<file path="config.mk">
export PLATFORM = sky130hd
export DESIGN_NAME = mem_arbiter_flat
export DESIGN_NICKNAME = d
export VERILOG_FILES = /design/src/rtl/mem_arb_pkg.sv /design/src/rtl/mem_arbiter_if.sv /design/src/rtl/mem_lat_counter.sv /design/src/rtl/mem_arbiter.sv /design/src/flat_wrapper.sv
export SDC_FILE = /design/constraint.sdc
export NUM_CORES = 1
export LEC_CHECK = 0
export ABC_AREA = 1
export CAP_MARGIN = 20
export CORE_ASPECT_RATIO = 1.2
export CORE_MARGIN = 3
export CORE_UTILIZATION = 35
export CTS_CLUSTER_DIAMETER = 60
export DETAILED_ROUTE_END_ITERATION = 16
export PLACE_DENSITY = 0.77
export SLEW_MARGIN = 0
export SYNTH_ARGS = -nofsm -noshare
export SYNTH_HDL_FRONTEND = slang
export SYNTH_HIERARCHICAL = 1
export SYNTH_SLANG_ARGS = --single-unit
</file>
<file path="constraint.sdc">
create_clock -name clk -period 1.75 [get_ports clk]
set_input_delay 0.175 -clock clk [delete_from_list [all_inputs] [get_ports clk]]
set_output_delay 0.175 -clock clk [all_outputs]
set_load 0.02 [all_outputs]
</file>
<file path="src/rtl/mem_arb_pkg.sv">
// mem_arb_pkg: shared types and default constants for the unified-memory
// arbiter between the instruction-fetch port and the data (LW/SW) port.
//   arb_state_t : arbiter sequencing state (IDLE/BUSY/DONE)
//   gnt_t       : which port owns the current access
//   op_t        : access kind latched into the command registers
//   cnt_width() : bit width needed to hold a latency countdown of lat-1
package mem_arb_pkg;

    localparam int ADDR_W_DEF     = 16;
    localparam int DATA_W_DEF     = 16;
    localparam int MEM_LAT_DEF    = 4;
    localparam int STARVE_MAX_DEF = 3;

    typedef enum logic [1:0] {
        IDLE = 2'd0,
        BUSY = 2'd1,
        DONE = 2'd2
    } arb_state_t;

    typedef enum logic {
        GNT_IF = 1'b0,
        GNT_D  = 1'b1
    } gnt_t;

    typedef enum logic {
        OP_RD = 1'b0,
        OP_WR = 1'b1
    } op_t;

    // A latency of 1 loads a count of 0, which still needs one bit.
    function automatic int cnt_width(input int lat);
        return (lat <= 2) ? 1 : $clog2(lat);
    endfunction

endpackage

</file>
<file path="src/rtl/mem_arbiter_if.sv">
// mem_arbiter_if: bundle of every request, response and memory-side signal
// of the arbiter.
//   slave  modport : the arbiter (takes requests and mem_rdata, drives the
//                    per-port responses, stalls and the memory command)
//   master modport : the pipeline plus memory macro around the arbiter
// Handshake: if_req and d_re/d_we are level requests held by the requester
// until the matching one-cycle done pulse; the arbiter samples them only
// while idle, so a requester drops or changes its request by the cycle
// after done. stall_* report "request present and not completing now".
// state is a debug view of the arbiter sequencing state.
interface mem_arbiter_if #(
    parameter int ADDR_W = 16,
    parameter int DATA_W = 16
) ();
    import mem_arb_pkg::*;

    logic              if_req;
    logic [ADDR_W-1:0] if_addr;
    logic [DATA_W-1:0] if_rdata;
    logic              if_done;
    logic              d_re;
    logic              d_we;
    logic [ADDR_W-1:0] d_addr;
    logic [DATA_W-1:0] d_wdata;
    logic [DATA_W-1:0] d_rdata;
    logic              d_done;
    logic              stall_if;
    logic              stall_d;
    logic [ADDR_W-1:0] mem_addr;
    logic              mem_re;
    logic              mem_we;
    logic [DATA_W-1:0] mem_wdata;
    logic [DATA_W-1:0] mem_rdata;
    arb_state_t        state;

    modport slave (
        input  if_req, if_addr, d_re, d_we, d_addr, d_wdata, mem_rdata,
        output if_rdata, if_done, d_rdata, d_done, stall_if, stall_d,
               mem_addr, mem_re, mem_we, mem_wdata, state
    );

    modport master (
        output if_req, if_addr, d_re, d_we, d_addr, d_wdata, mem_rdata,
        input  if_rdata, if_done, d_rdata, d_done, stall_if, stall_d,
               mem_addr, mem_re, mem_we, mem_wdata, state
    );

endinterface

</file>
<file path="src/rtl/mem_lat_counter.sv">
// mem_lat_counter: down-counter timing the memory access latency.
//   clk, rst    : clock, synchronous active-high reset (count -> 0)
//   load_i      : load load_val_i (has priority over decrement)
//   load_val_i  : value loaded at the start of an access
//   dec_i       : decrement by one; holds at zero
//   zero_o      : count is zero (combinational from the count register)
module mem_lat_counter #(
    parameter int W = 2
) (
    input  logic         clk,
    input  logic         rst,
    input  logic         load_i,
    input  logic [W-1:0] load_val_i,
    input  logic         dec_i,
    output logic         zero_o
);

    logic [W-1:0] cnt_q;
    logic [W-1:0] cnt_d;

    always_comb begin
        cnt_d = cnt_q;
        if (load_i) begin
            cnt_d = load_val_i;
        end else if (dec_i && (cnt_q != '0)) begin
            cnt_d = cnt_q - 1'b1;
        end
    end

    always_ff @(posedge clk) begin
        if (rst) begin
            cnt_q <= '0;
        end else begin
            cnt_q <= cnt_d;
        end
    end

    assign zero_o = (cnt_q == '0);

endmodule

</file>
<file path="src/rtl/mem_arbiter.sv">
// mem_arbiter: shares one single-port fixed-latency memory between the
// instruction-fetch port and the data port of the pipelined CPU.
//   clk, rst : clock, synchronous active-high reset
//   bus      : mem_arbiter_if.slave -- fetch request/response, data
//              request/response, stalls, memory command and read data
// One access at a time: IDLE grants (data beats fetch), BUSY holds the
// command for MEM_LAT cycles and captures read data on the last one, DONE
// pulses the granted port's done and returns to IDLE.
// Optional feature macro: MEM_ARB_STARVE_GUARD_EN -- after STARVE_MAX
// consecutive data grants made while fetch was waiting, the next
// arbitration goes to fetch. Without it data always wins.
module mem_arbiter #(
    parameter int ADDR_W     = 16,
    parameter int DATA_W     = 16,
    parameter int MEM_LAT    = 4,
    parameter int STARVE_MAX = 3
) (
    input logic          clk,
    input logic          rst,
    mem_arbiter_if.slave bus
);
    import mem_arb_pkg::*;

    localparam int CW = cnt_width(MEM_LAT);

    arb_state_t        state_q;
    gnt_t              gnt_q;
    op_t               op_q;
    logic [ADDR_W-1:0] mem_addr_q;
    logic [DATA_W-1:0] mem_wdata_q;
    logic              mem_re_q;
    logic              mem_we_q;
    logic [DATA_W-1:0] if_rdata_q;
    logic [DATA_W-1:0] d_rdata_q;
    logic              if_done_q;
    logic              d_done_q;

    logic d_req;
    logic any_req;
    logic force_if;
    gnt_t gnt_sel;
    logic lat_load;
    logic lat_dec;
    logic lat_zero;

    assign d_req   = bus.d_re | bus.d_we;
    assign any_req = d_req | bus.if_req;
    assign gnt_sel = (d_req && !force_if) ? GNT_D : GNT_IF;

`ifdef MEM_ARB_STARVE_GUARD_EN
    localparam int SW = $clog2(STARVE_MAX + 1);

    // Consecutive data grants won while fetch was also waiting; saturates.
    logic [SW-1:0] starve_q;

    assign force_if = bus.if_req && (starve_q >= SW'(STARVE_MAX));

    always_ff @(posedge clk) begin
        if (rst) begin
            starve_q <= '0;
        end else if ((state_q == IDLE) && any_req) begin
            if ((gnt_sel == GNT_D) && bus.if_req) begin
                if (starve_q < SW'(STARVE_MAX)) begin
                    starve_q <= starve_q + 1'b1;
                end
            end else begin
                starve_q <= '0;
            end
        end
    end
`else
    logic unused_starve_max;
    assign unused_starve_max = ^STARVE_MAX;
    assign force_if = 1'b0;
`endif

    assign lat_load = (state_q == IDLE) && any_req;
    assign lat_dec  = (state_q == BUSY);

    mem_lat_counter #(.W(CW)) u_lat (
        .clk        (clk),
        .rst        (rst),
        .load_i     (lat_load),
        .load_val_i (CW'(MEM_LAT - 1)),
        .dec_i      (lat_dec),
        .zero_o     (lat_zero)
    );

    always_ff @(posedge clk) begin
        if (rst) begin
            state_q     <= IDLE;
            gnt_q       <= GNT_IF;
            op_q        <= OP_RD;
            mem_addr_q  <= '0;
            mem_wdata_q <= '0;
            mem_re_q    <= 1'b0;
            mem_we_q    <= 1'b0;
            if_rdata_q  <= '0;
            d_rdata_q   <= '0;
            if_done_q   <= 1'b0;
            d_done_q    <= 1'b0;
        end else begin
            if_done_q <= 1'b0;
            d_done_q  <= 1'b0;
            case (state_q)
                IDLE: begin
                    if (any_req) begin
                        gnt_q   <= gnt_sel;
                        state_q <= BUSY;
                        if (gnt_sel == GNT_D) begin
                            // Read+write together is a store.
                            op_q        <= bus.d_we ? OP_WR : OP_RD;
                            mem_re_q    <= !bus.d_we;
                            mem_we_q    <= bus.d_we;
                            mem_addr_q  <= bus.d_addr;
                            mem_wdata_q <= bus.d_wdata;
                        end else begin
                            op_q        <= OP_RD;
                            mem_re_q    <= 1'b1;
                            mem_we_q    <= 1'b0;
                            mem_addr_q  <= bus.if_addr;
                            mem_wdata_q <= '0;
                        end
                    end
                end
                BUSY: begin
                    if (lat_zero) begin
                        mem_re_q <= 1'b0;
                        mem_we_q <= 1'b0;
                        state_q  <= DONE;
                        if (gnt_q == GNT_IF) begin
                            if_done_q <= 1'b1;
                            if (op_q == OP_RD) begin
                                if_rdata_q <= bus.mem_rdata;
                            end
                        end else begin
                            d_done_q <= 1'b1;
                            if (op_q == OP_RD) begin
                                d_rdata_q <= bus.mem_rdata;
                            end
                        end
                    end
                end
                DONE: begin
                    state_q <= IDLE;
                end
                default: begin
                    state_q <= IDLE;
                end
            endcase
        end
    end

    assign bus.if_rdata  = if_rdata_q;
    assign bus.if_done   = if_done_q;
    assign bus.d_rdata   = d_rdata_q;
    assign bus.d_done    = d_done_q;
    assign bus.mem_addr  = mem_addr_q;
    assign bus.mem_re    = mem_re_q;
    assign bus.mem_we    = mem_we_q;
    assign bus.mem_wdata = mem_wdata_q;
    assign bus.state     = state_q;

    // Stalls drop in the done cycle itself so the stage advances with no
    // extra bubble.
    assign bus.stall_if = bus.if_req & ~if_done_q;
    assign bus.stall_d  = d_req & ~d_done_q;

endmodule

</file>
<file path="src/flat_wrapper.sv">
// flat-port wrapper written by rule: the top's interface ports become plain ports
module mem_arbiter_flat import mem_arb_pkg::*;
#(
    parameter int ADDR_W     = 16,
    parameter int DATA_W     = 16,
    parameter int MEM_LAT    = 4,
    parameter int STARVE_MAX = 3
)
  (clk, rst, bus_if_req, bus_if_addr, bus_d_re, bus_d_we, bus_d_addr, bus_d_wdata, bus_mem_rdata, bus_if_rdata, bus_if_done, bus_d_rdata, bus_d_done, bus_stall_if, bus_stall_d, bus_mem_addr, bus_mem_re, bus_mem_we, bus_mem_wdata, bus_state);
  mem_arbiter_if #(.ADDR_W(ADDR_W), .DATA_W(DATA_W)) bus_i ();
  input logic clk;
  input logic rst;
  input wire logic [$bits(bus_i.if_req)-1:0] bus_if_req;
  input wire logic [$bits(bus_i.if_addr)-1:0] bus_if_addr;
  input wire logic [$bits(bus_i.d_re)-1:0] bus_d_re;
  input wire logic [$bits(bus_i.d_we)-1:0] bus_d_we;
  input wire logic [$bits(bus_i.d_addr)-1:0] bus_d_addr;
  input wire logic [$bits(bus_i.d_wdata)-1:0] bus_d_wdata;
  input wire logic [$bits(bus_i.mem_rdata)-1:0] bus_mem_rdata;
  output wire logic [$bits(bus_i.if_rdata)-1:0] bus_if_rdata;
  output wire logic [$bits(bus_i.if_done)-1:0] bus_if_done;
  output wire logic [$bits(bus_i.d_rdata)-1:0] bus_d_rdata;
  output wire logic [$bits(bus_i.d_done)-1:0] bus_d_done;
  output wire logic [$bits(bus_i.stall_if)-1:0] bus_stall_if;
  output wire logic [$bits(bus_i.stall_d)-1:0] bus_stall_d;
  output wire logic [$bits(bus_i.mem_addr)-1:0] bus_mem_addr;
  output wire logic [$bits(bus_i.mem_re)-1:0] bus_mem_re;
  output wire logic [$bits(bus_i.mem_we)-1:0] bus_mem_we;
  output wire logic [$bits(bus_i.mem_wdata)-1:0] bus_mem_wdata;
  output wire logic [$bits(bus_i.state)-1:0] bus_state;
  assign bus_i.if_req = bus_if_req;
  assign bus_i.if_addr = bus_if_addr;
  assign bus_i.d_re = bus_d_re;
  assign bus_i.d_we = bus_d_we;
  assign bus_i.d_addr = bus_d_addr;
  assign bus_i.d_wdata = bus_d_wdata;
  assign bus_i.mem_rdata = bus_mem_rdata;
  assign bus_if_rdata = bus_i.if_rdata;
  assign bus_if_done = bus_i.if_done;
  assign bus_d_rdata = bus_i.d_rdata;
  assign bus_d_done = bus_i.d_done;
  assign bus_stall_if = bus_i.stall_if;
  assign bus_stall_d = bus_i.stall_d;
  assign bus_mem_addr = bus_i.mem_addr;
  assign bus_mem_re = bus_i.mem_re;
  assign bus_mem_we = bus_i.mem_we;
  assign bus_mem_wdata = bus_i.mem_wdata;
  assign bus_state = bus_i.state;
  mem_arbiter #(.ADDR_W(ADDR_W), .DATA_W(DATA_W), .MEM_LAT(MEM_LAT), .STARVE_MAX(STARVE_MAX)) u_core (.clk(clk), .rst(rst), .bus(bus_i));
endmodule
</file>
## Yosys cells after proc, flatten, opt, wreduce, memory -nomap -nowiden

Index checks and enable logic that the tools add are counted.

| word-level totals | value |
|---|---|
| output and inout port bits | 72 |
| logic and storage cells | 59 |
| register bits after elaboration | 74 |
| bits of input ports | 69 |

| operators by class | value |
|---|---|
| muxes and demuxes | 19 |
| add/sub/neg operators | 1 |
| reduce and logical (&&, ||, !) cells | 14 |
| bitwise logic cells | 10 |
| equality and inequality tests | 3 |

Operators by type and width:

| cell | count |
|---|---|
| 2-to-1 mux 16 bit | 2 |
| 2-to-1 mux 1 bit | 10 |
| 2-to-1 mux 2 bit | 4 |
| AND reduction 4 bit | 2 |
| inverter 1 bit | 6 |
| nonzero test 2 bit | 3 |
| logical NOT 2 bit | 2 |
| != test 2 x 1 -> 1 bit, second input constant | 2 |
| case mux 1 bit (2 select lines) | 2 |
| case mux 2 bit (2 select lines) | 1 |
| AND reduction 2 bit | 2 |
| AND reduction 3 bit | 1 |
| OR reduction 3 bit | 1 |
| AND 1 bit | 2 |
| equality test 2 x 1 -> 1 bit, second input constant | 1 |
| logical AND 1 bit | 2 |
| bitwise OR 1 bit | 2 |
| subtractor 2 x 1 -> 2 bit, second input constant | 1 |
| logical NOT 1 bit | 1 |

## Longest topological paths before layout

| logic depth | value |
|---|---|
| depth after elaboration | 5 |
| depth in mapped cells | 11 |
| mapped depth without buffers | 10 |

## Modules after synthesis

Netlist, hierarchy kept.

By module, submodules not included:

| module | sequential area each (um2) | area an instance (um2) | cells an instance | times used |
|---|---|---|---|---|
| mem_arbiter | 1441.4 | 2985.4 | 411 | 1 |
| mem_lat_counter | 40.0 | 140.1 | 25 | 1 |

## Worst setup path before layout

Ideal clock, no wire load.

| timing path | value |
|---|---|
| kind | register to register |
| start | register u_core.state_q[0] (netlist: u_core/bus.state[0]) |
| end | register u_core.if_rdata_q[10] (netlist: u_core/bus.if_rdata[10]) |
| path buffers | 2 |
| setup slack | 0.413 ns |
| clock period less this slack | 1.337 ns |
| library setup time | 0.118 ns |
| arrival time | 1.219 ns |
| stages on the path, launching flop included | 6 |
| path through | dfxtp_1 nand3_2 buf_2 buf_2 nor3_1 nor2_1 |

| on the way | value |
|---|---|
| word-level cells in the longest chain between the ends | 2 |

RTL lines:

| element | line | text |
|---|---|---|
| from (decl) | mem_arbiter.sv:26 | `arb_state_t state_q;` |
| from (signal assigned) | mem_arbiter.sv:91 | `state_q <= IDLE;` |
| from (signal assigned) | mem_arbiter.sv:109 | `state_q <= BUSY;` |
| from (signal assigned) | mem_arbiter.sv:130 | `state_q <= DONE;` |
| equality test 2 x 1 -> 1 bit | mem_arbiter.sv:105 | `case (state_q)` |
| AND reduction 4 bit (no source line) | - |  |
| to (signal assigned) | mem_arbiter.sv:134 | `if_rdata_q <= bus.mem_rdata;` |
| to (decl) | mem_arbiter.sv:33 | `logic [DATA_W-1:0] if_rdata_q;` |

Every way passes these cells.
A chain may end at the register's enable or synchronous reset.

## Worst setup path in the final report

| timing path | value |
|---|---|
| start | register u_core.state_q[1] (netlist: u_core/bus.state[1]) |
| end | output port bus_state[1] |

RTL lines:

| element | line | text |
|---|---|---|
| to (decl) | flat_wrapper.sv:30 | `output wire logic [$bits(bus_i.state)-1:0] bus_state;` |

No word-level cell between the ends.

==> run metrics <==
Tmin final 1.610 ns; post-synthesis xor/xnor area fraction 0%; FF+latch area 1481 um^2; Final Hold Fails 0; root buf cell clkbuf_8; CTS max path bufs 2; synth unique cells 24; register clock-pin slew on the reported worst setup and hold paths approximately 0.09 ns; Yosys top cell by area dfxtp_1; drt first pass iters 4; Avg Cell Area, Syn 7.169 um^2; DRT Wirelength 9121 um; total I/O pin count 141; row count 37; Synth-to-Final Area Change 55.20%; Die H ~110 um; mux cell area share after synthesis 0%; Post-synth ARST share 0%; Vias 3212; global placement routability congestion 0.7733; Top FF cell, synth dfxtp_1; # hold bufs at CTS 0; H-tree depth 3; Mapped Cells 436; post_cts resized 0; Static Leak between 0.002 and 0.0025 uW; EDFF count, synth 0; adder-cell share of the synthesized area 0.4003%; number of buffers created by CTS 9; Final Core Density 56.03%; layout cells sized above 1 around 6.9%; port bufs 140; Die ar. about 10000 um^2; Routed Antenna Nets 0; Yosys warnings 6; pre-CTS worst setup slack approximately 0.03 ns; period utilization 91.99%; grt ovf 0; largest family of logic cells by synthesized area simple AND/OR/NAND/NOR gates; Post-synth top cells nand2_1 (113), nor2_1 (75), dfxtp_1 (74); critical path arrival 1.43 ns; critical path type reg -> out; GRT Total Usage 17.60%; CP Max Fanout 4; Starting DRT DRC Count 165; pin count of the biggest net entering global routing 36; CORE AREA between 8000 and 9000 um^2; Synth Area in Compound Gates 10.89%; Max-cap violations 0; CP Capture Type primary output; setup repair bufs after CTS 0; RSZ-0062 raised after global routing false; DRC Markers 0; crit path cell chain clkdlybuf4s50_1; Layout Skew 0.01942 ns; Die W between 90 and 100 um; drt via density about 4.6; footprint of the multi-input gates 1370 um^2; most common cell in the synthesized netlist nand2_1; Final setup viols 0; power per cell area between 1000 and 1500 nW/um^2; CP bufs+invs 1; slowest CP cell clkdlybuf4s50_1; Hold Crit Class in -> reg; first-pass GRT wire length 14370 um; VDD IR max 0.0005146 V; outcome completed; top cells by area, synth dfxtp_1 (47%), nand2_1 (14%), nor2_1 (9.0%); Non-Filler Instances 698; Initial Utilization between 30% and 40%; setup TNS 0 ns; # fillers 804; Worst EP required 1.57 ns; CP max stage delay 0.68 ns; placed wire-length estimate roughly 6700 um; clk sinks 74; setup ws final 0.1402 ns; synthesized area 3125 um^2; Startpoint Class flop; CP top delay family buffers and inverters; Yosys reg bits 74; # nets final ~650; Synth Area in Simple Gates 32.15%; CTS tree done; post-synthesis sequential area ratio 47.40%; maximum clock frequency 621.2 MHz; vias in the first global route between 3000 and 4000; ANT cells 0; Yosys top cell area share 47.40%; routed len/inst about 13 um; initial antenna violation count 0; clk_lat worst skew around 0.34 ns; Slew Viols, Final 0; placed insts around 700
## sequential cells by signal, indices dropped and copies added, names as in the netlist
| name | flops |
|---|---|
| u_core/gnt_q | 1 |
| u_core/op_q | 1 |
| u_core/bus.d_rdata | 16 |
| u_core/bus.mem_re | 1 |
| u_core/bus.d_done | 1 |
| u_core/bus.mem_addr | 16 |
| u_core/bus.mem_we | 1 |
| u_core/bus.mem_wdata | 16 |
| u_core/bus.state | 2 |
| u_core/bus.if_done | 1 |
| u_core/bus.if_rdata | 16 |
| u_core/u_lat/cnt_q | 2 |
## report_power, final
part / total (uW) / switching, uW / internal (uW)
Sequential: 2020 / 118 / 1910
Combinational: 1700 / 954 / 751
Clock: 1380 / 637 / 742
Total: 5110 / 1710 / 3400
## layout by cell type, fill, tap and decap left out, types with 2 or more instances in the layout
cell	n
nor2_4	3
clkdlybuf4s50_1	139
nand2_1	113
a21oi_1	19
inv_2	2
nor2_8	2
nor3_1	34
conb_1	2
o21ai_0	48
nor2_1	75
clkbuf_8	11
dfxtp_1	74
inv_1	32
buf_4	12
## routing by layer
layer	global-route usage, %	part of all wire (%)
met5	0	0
met4	3.822	0.48
met3	7.940	9.8
met2	30.27	48
met1	20.23	42
## path summary, 6_finish.rpt
check / startpoint / to / slack [ns] / cells past startpoint
worst min register to register: u_core/bus.mem_wdata[1]$_SDFFE_PP0P_ / u_core/bus.mem_wdata[1]$_SDFFE_PP0P_ / 0.46 / 2
worst max-delay path: u_core/bus.state[1]$_SDFFE_PP0P_ / bus_state[1] / 0.14 / 1
worst min-delay path: bus_d_wdata[1] / u_core/bus.mem_wdata[1]$_SDFFE_PP0P_ / 0.38 / 3
worst max register to register: u_core/u_lat/cnt_q[0]$_SDFFE_PP0P_ / u_core/bus.d_rdata[1]$_SDFFE_PP0P_ / 0.18 / 7
## final cells by class
class,count,share of cell area [%]
tap,117,3.018
clock buffer,11,3.121
sequential,74,30.54
inverter,34,2.631
clock inverter,5,1.238
multi-input combinational,304,28.24
timing repair buffer,153,31.21
## kinds of logic after synthesis
kind of cell | Yosys count
simple gates | 233
flops | 74
compound gates | 68
buf+inv | 59
fa+ha+maj | 1
other cells | 1
## per-stage QoR
stage | hold slack (ns) | area [um^2] | total power, uW
finish | 0.3821 | 4851 | 5108
global route | 0.3845 | 4851 | 5400
CTS | 0.3712 | 4843 | 5153
detailed placement | 0.4522 | 4632 | 3765
global placement | 0.4479 | 4632 | 3720
floorplan | 0.2518 | 3129 | 3039
Note: power is estimated with default switching activity, not from simulation.
==> patch 1: new RTL, same flow settings <==
`MEM_LAT` is set to 4 in 2 places; all go to 5.
--- a/src/rtl/mem_arbiter.sv
+++ b/src/rtl/mem_arbiter.sv
@@ -12,7 +12,7 @@
 module mem_arbiter #(
     parameter int ADDR_W     = 16,
     parameter int DATA_W     = 16,
-    parameter int MEM_LAT    = 4,
+    parameter int MEM_LAT    = 5,
     parameter int STARVE_MAX = 3
 ) (
     input logic          clk,
--- a/src/flat_wrapper.sv
+++ b/src/flat_wrapper.sv
@@ -3,7 +3,7 @@
 #(
     parameter int ADDR_W     = 16,
     parameter int DATA_W     = 16,
-    parameter int MEM_LAT    = 4,
+    parameter int MEM_LAT    = 5,
     parameter int STARVE_MAX = 3
 )
   (clk, rst, bus_if_req, bus_if_addr, bus_d_re, bus_d_we, bus_d_addr, bus_d_wdata, bus_mem_rdata, bus_if_rdata, bus_if_done, bus_d_rdata, bus_d_done, bus_stall_if, bus_stall_d, bus_mem_addr, bus_mem_re, bus_mem_we, bus_mem_wdata, bus_state);
Behaviour: not the same (Yosys sat finds a counterexample within 10 cycles, from zero or initial values and one cycle with rst high).
==> patch 1 against the original RTL <==
- setup slack worse by 0.089 ns
- synthesized area rose by 2.1%
- wire length is 2.5% higher
- power grew 4.0%
- cell area grew 2.0%
- sequential cell count up 1
- first-iteration DRC count down 4.2%
- global-route usage increased by 0.37 points
- critical path type is now in -> out
==> patch 1: results (changes against the original RTL) <==
[run_status]
status=complete, no violations

[drt]
drt_iter0_markers=158  ; -4.2%
vias=3313  ; +3.1%
wirelength_um=9350  ; +2.5%
dr.pass1.iters=6  ; +2
wl_per_cell_um=13.2  ; +0.89%

[critical_path]
rr_worst_depth=9  ; +2
worst_path_largest_cell_delay_ns=0.62  ; -0.06 ns
cp.arrival_ns=1.52  ; +0.09 ns
worstPathMaxFanout=3  ; -1

[logic_synthesis]
synth.area.top_cells=dfxtp_1, nand2_1, nor2_1, o21ai_0, nor3_1
yosysSeqAreaShare_pct=47.1  ; -0.34 points
synth_compound_area_share_pct=10.8  ; -0.065 points
syn_inst=446  ; +2.3%
yosys.area_share.adder_pct=0.784  ; +0.38 points
ys_top_cells_by_count=nand2_1, nor2_1, dfxtp_1

[final_layout]
layout-drive-gt1-share_pct=6.76  ; -0.13 points
fin_nets=658  ; +1.9%
num-fill-cells=785  ; -2.4%

[clock_tree]
cts_htree_levels=3  ; unchanged
path_clk_slew_ns=0.07  ; -0.02 ns

[placement]
dp_hpwl_um=6470  ; -2.8%
post-place-cells=691  ; +1.3%
globalplace.congestion=0.839  ; +8.5%

[global_routing]
grt_pass1_vias=3238  ; +5.5%
grt_max_degree=53  ; +47%
grt_pass1_wl_um=15000  ; +4.6%
track_usage_pct=18.0  ; +0.37 points

[timing]
skew_ns=0.00697  ; -0.0124 ns

[power]
ir_drop_mv=0.487  ; -5.3%
leakagePower_nw=2.09  ; +0.82%

## patch 1: layout make-up
cell class                      count  area [um2]  area share (%)
Clock buffer                       13         149            3.01
Inverter                           35         131            2.65
Clock inverter                      3        23.8           0.480
Timing Repair Buffer              154        1570            31.8
Sequential cell                    75        1500            30.4
Multi-Input combinational cell    312        1420            28.7
Tap cell                          117         146            2.96
## patch 1: per-stage QoR
stage               hold slack (ns)  power (mW)  worst slack, ns  area [um2]
floorplan                     0.252        3.28            0.270        3190
global placement              0.449        4.04           0.0368        4710
detailed placement            0.454        4.11          -0.0278        4710
CTS                           0.362        5.31          0.00257        4890
global route                  0.371        5.66          0.00531        4950
finish                        0.390        5.31           0.0510        4950
## patch 1: repair_timing
action                                  4_1_cts  5_1_grt
setup buffers                                 0        1
endpoints found under the setup margin        0       32
resized for setup                             0        5
## patch 1: worst max-delay path, delay by kind of cell
kind,cells,cell delay (ns)
buf+inv,2,1.20
simple gates,2,0.15
## patch 1: worst paths after layout
path,slack (ns),startpoint,to
max,0.05,bus_d_re,bus_stall_d
min,0.39,bus_d_wdata[14],u_core/bus.mem_wdata[14]
max reg2reg,0.09,u_core/u_lat/cnt_q[0],u_core/bus.d_rdata[8]
min reg2reg,0.46,u_core/bus.mem_wdata[9],u_core/bus.mem_wdata[9]
## patch 1: per-layer routing
layer  vias to the layer above  track usage, %  part of all wire (%)
li1                       1683               -                     -
met1                      1502            20.1                    41
met2                       113            29.9                    48
met3                        15            7.08                   9.2
met4                         0            7.82                   1.9
met5                         -               0                     0
## patch 1: power by group
group	internal (mW)	switching, mW	leakage (nW)	total (mW)
logic	0.895	1.14	1.40	2.03
clock network	0.558	0.619	0.0799	1.18
registers	1.97	0.138	0.616	2.10
total	3.42	1.89	2.09	5.31
==> patch 2: new RTL, same settings <==
Made on the original files. Build with the macro `MEM_ARB_STARVE_GUARD_EN` defined.
--- a/src/rtl/mem_arbiter.sv
+++ b/src/rtl/mem_arbiter.sv
@@ -9,6 +9,8 @@
 // Optional feature macro: MEM_ARB_STARVE_GUARD_EN -- after STARVE_MAX
 // consecutive data grants made while fetch was waiting, the next
 // arbitration goes to fetch. Without it data always wins.
+`define MEM_ARB_STARVE_GUARD_EN
+
 module mem_arbiter #(
     parameter int ADDR_W     = 16,
     parameter int DATA_W     = 16,
Function: same outputs for any inputs over 4 cycles, from zero or initial values and one cycle with rst high; that may be too few to reach the edited logic, so the function may still have changed.
==> patch 2 against the original RTL <==
- die area grew 6.8%
- synthesized cell count grew 14%
- power grew 2.7%
- synthesized area increased by 7.2%
- non-clock buffer count shrank 1
- wire length is 1.1% higher
- combinational power is 3% higher
- setup slack lost 0.033 ns
- sequential power is 3% higher
- cell area up 5.2%
- maximum frequency down 2.0%
- largest power group unchanged
- sequential cell count is 2 higher
==> patch 2: results (changes against the original RTL) <==
[run_status]
status=complete, no violations

[drt]
drt_iter0_markers=99  ; -40%
wirelength_um=9220  ; +1.1%
wl_per_cell_um=12.1  ; -7.3%
vias=3445  ; +7.3%
dr.pass1.iters=4  ; unchanged

[logic_synthesis]
synth.distinct_cells=22  ; -8.3%
syn_inst=499  ; +14%
synth.area.top_cells=dfxtp_1, nand2_1, nor2_1, inv_1, nor3_1
yosysSeqAreaShare_pct=45.4  ; -2.0 points
muxShareOfSynthArea_pct=0  ; unchanged
yosys.area_share.adder_pct=0.747  ; +0.35 points
synth_compound_area_share_pct=8.96  ; -1.9 points
synth_edf_count=0  ; unchanged
ys_top_cells_by_count=nand2_1, nor2_1, dfxtp_1
synthXorXnorAreaFrac_pct=0  ; unchanged

[critical_path]
startpoint=bus_if_req
slowest_stage=clkdlybuf4s50_1
worst_path_largest_cell_delay_ns=0.60  ; -0.08 ns
cp.arrival_ns=1.47  ; +0.04 ns
worstPathMaxFanout=3  ; -1

[final_layout]
layout-drive-gt1-share_pct=6.55  ; -0.33 points
fin_nets=707  ; +9.4%

[placement]
pre_cts_ws_ns=0.0657  ; +0.0357 ns
post-place-cells=745  ; +9.2%
dp_hpwl_um=6610  ; -0.78%
globalplace.congestion=0.769  ; -0.57%

[clock_tree]
path_clk_slew_ns=0.09  ; about the same
cts_htree_levels=3  ; unchanged
cts-root-buf=clkbuf_8

[global_routing]
grt_max_degree=42  ; +17%
grt_pass1_wl_um=14700  ; +2.4%
grt_pass1_vias=3289  ; +7.2%
antenna_found_initial=0  ; unchanged
track_usage_pct=17.0  ; -0.62 points

[min_path]
min_path_type=in -> reg
min_from=bus_d_wdata[7]

[power]
ir_drop_mv=0.653  ; +27%
leakagePower_nw=2.28  ; +10%

[timing]
skew_ns=0.0148  ; -0.00464 ns

[patch 2: path summary, 6_finish.rpt]
check	to	slack, ns	depth (start not counted)
worst max-delay path	bus_stall_if	0.11	4
worst min-delay path	u_core/bus.mem_wdata[7]	0.43	5
worst max register to register	u_core/bus.d_rdata[12]	0.30	6
worst min register to register	u_core/bus.mem_wdata[7]	0.47	2
[patch 2: logic make-up after synthesis]
kind of cell,after synthesis
AND/OR/NAND/NOR,272
buffers and inverters,91
flip-flops,76
AO/OA/AOI/OAI,57
adder cells (fa/ha/maj),2
other,1
[patch 2: power breakdown]
part	internal [mW]	switching (mW)
clock network	0.696	0.726
logic	0.768	0.982
registers	1.95	0.122
[patch 2: final cells by class]
cell class,instances,area [um2]
Clock buffer,9,124
Clock inverter,7,87.6
Fill cell,885,4070
Inverter,64,240
Multi-Input combinational cell,333,1450
Sequential cell,76,1520
Tap cell,120,150
Timing Repair Buffer,152,1530
[patch 2: per-stage QoR]
stage,instance area (um2),utilization (%),power [mW],hold slack (ns)
floorplan,3350,-,3.11,0.244
global placement,4890,53.3,3.82,0.453
detailed placement,4890,53.3,3.87,0.458
CTS,5100,55.6,5.31,0.421
global route,5100,55.6,5.56,0.440
finish,5100,55.6,5.25,0.430
[patch 2: timing repair]
item	in CTS	in global routing
endpoints found under the setup margin	0	1
resized for setup	0	1
setup buffers	0	0
hold buffers	0	0
[patch 2: layer usage]
layer	wire length [um]	up-vias	GRT usage [%]	part of all wire, %
met1	3840	1540	20.3	42
li1	-	1788	-	-
met2	4430	108	28.5	48
met3	877	9	5.92	9.5
met4	74	0	4.91	0.80
met5	0	-	0	0
[patch 2: tightest hold or removal path: stages]
cell and delay (ns):
clkdlybuf4s50_1 0.39, inv_1 0.05, nor2_1 0.04, nand2_1 0.04, a21oi_1 0.05
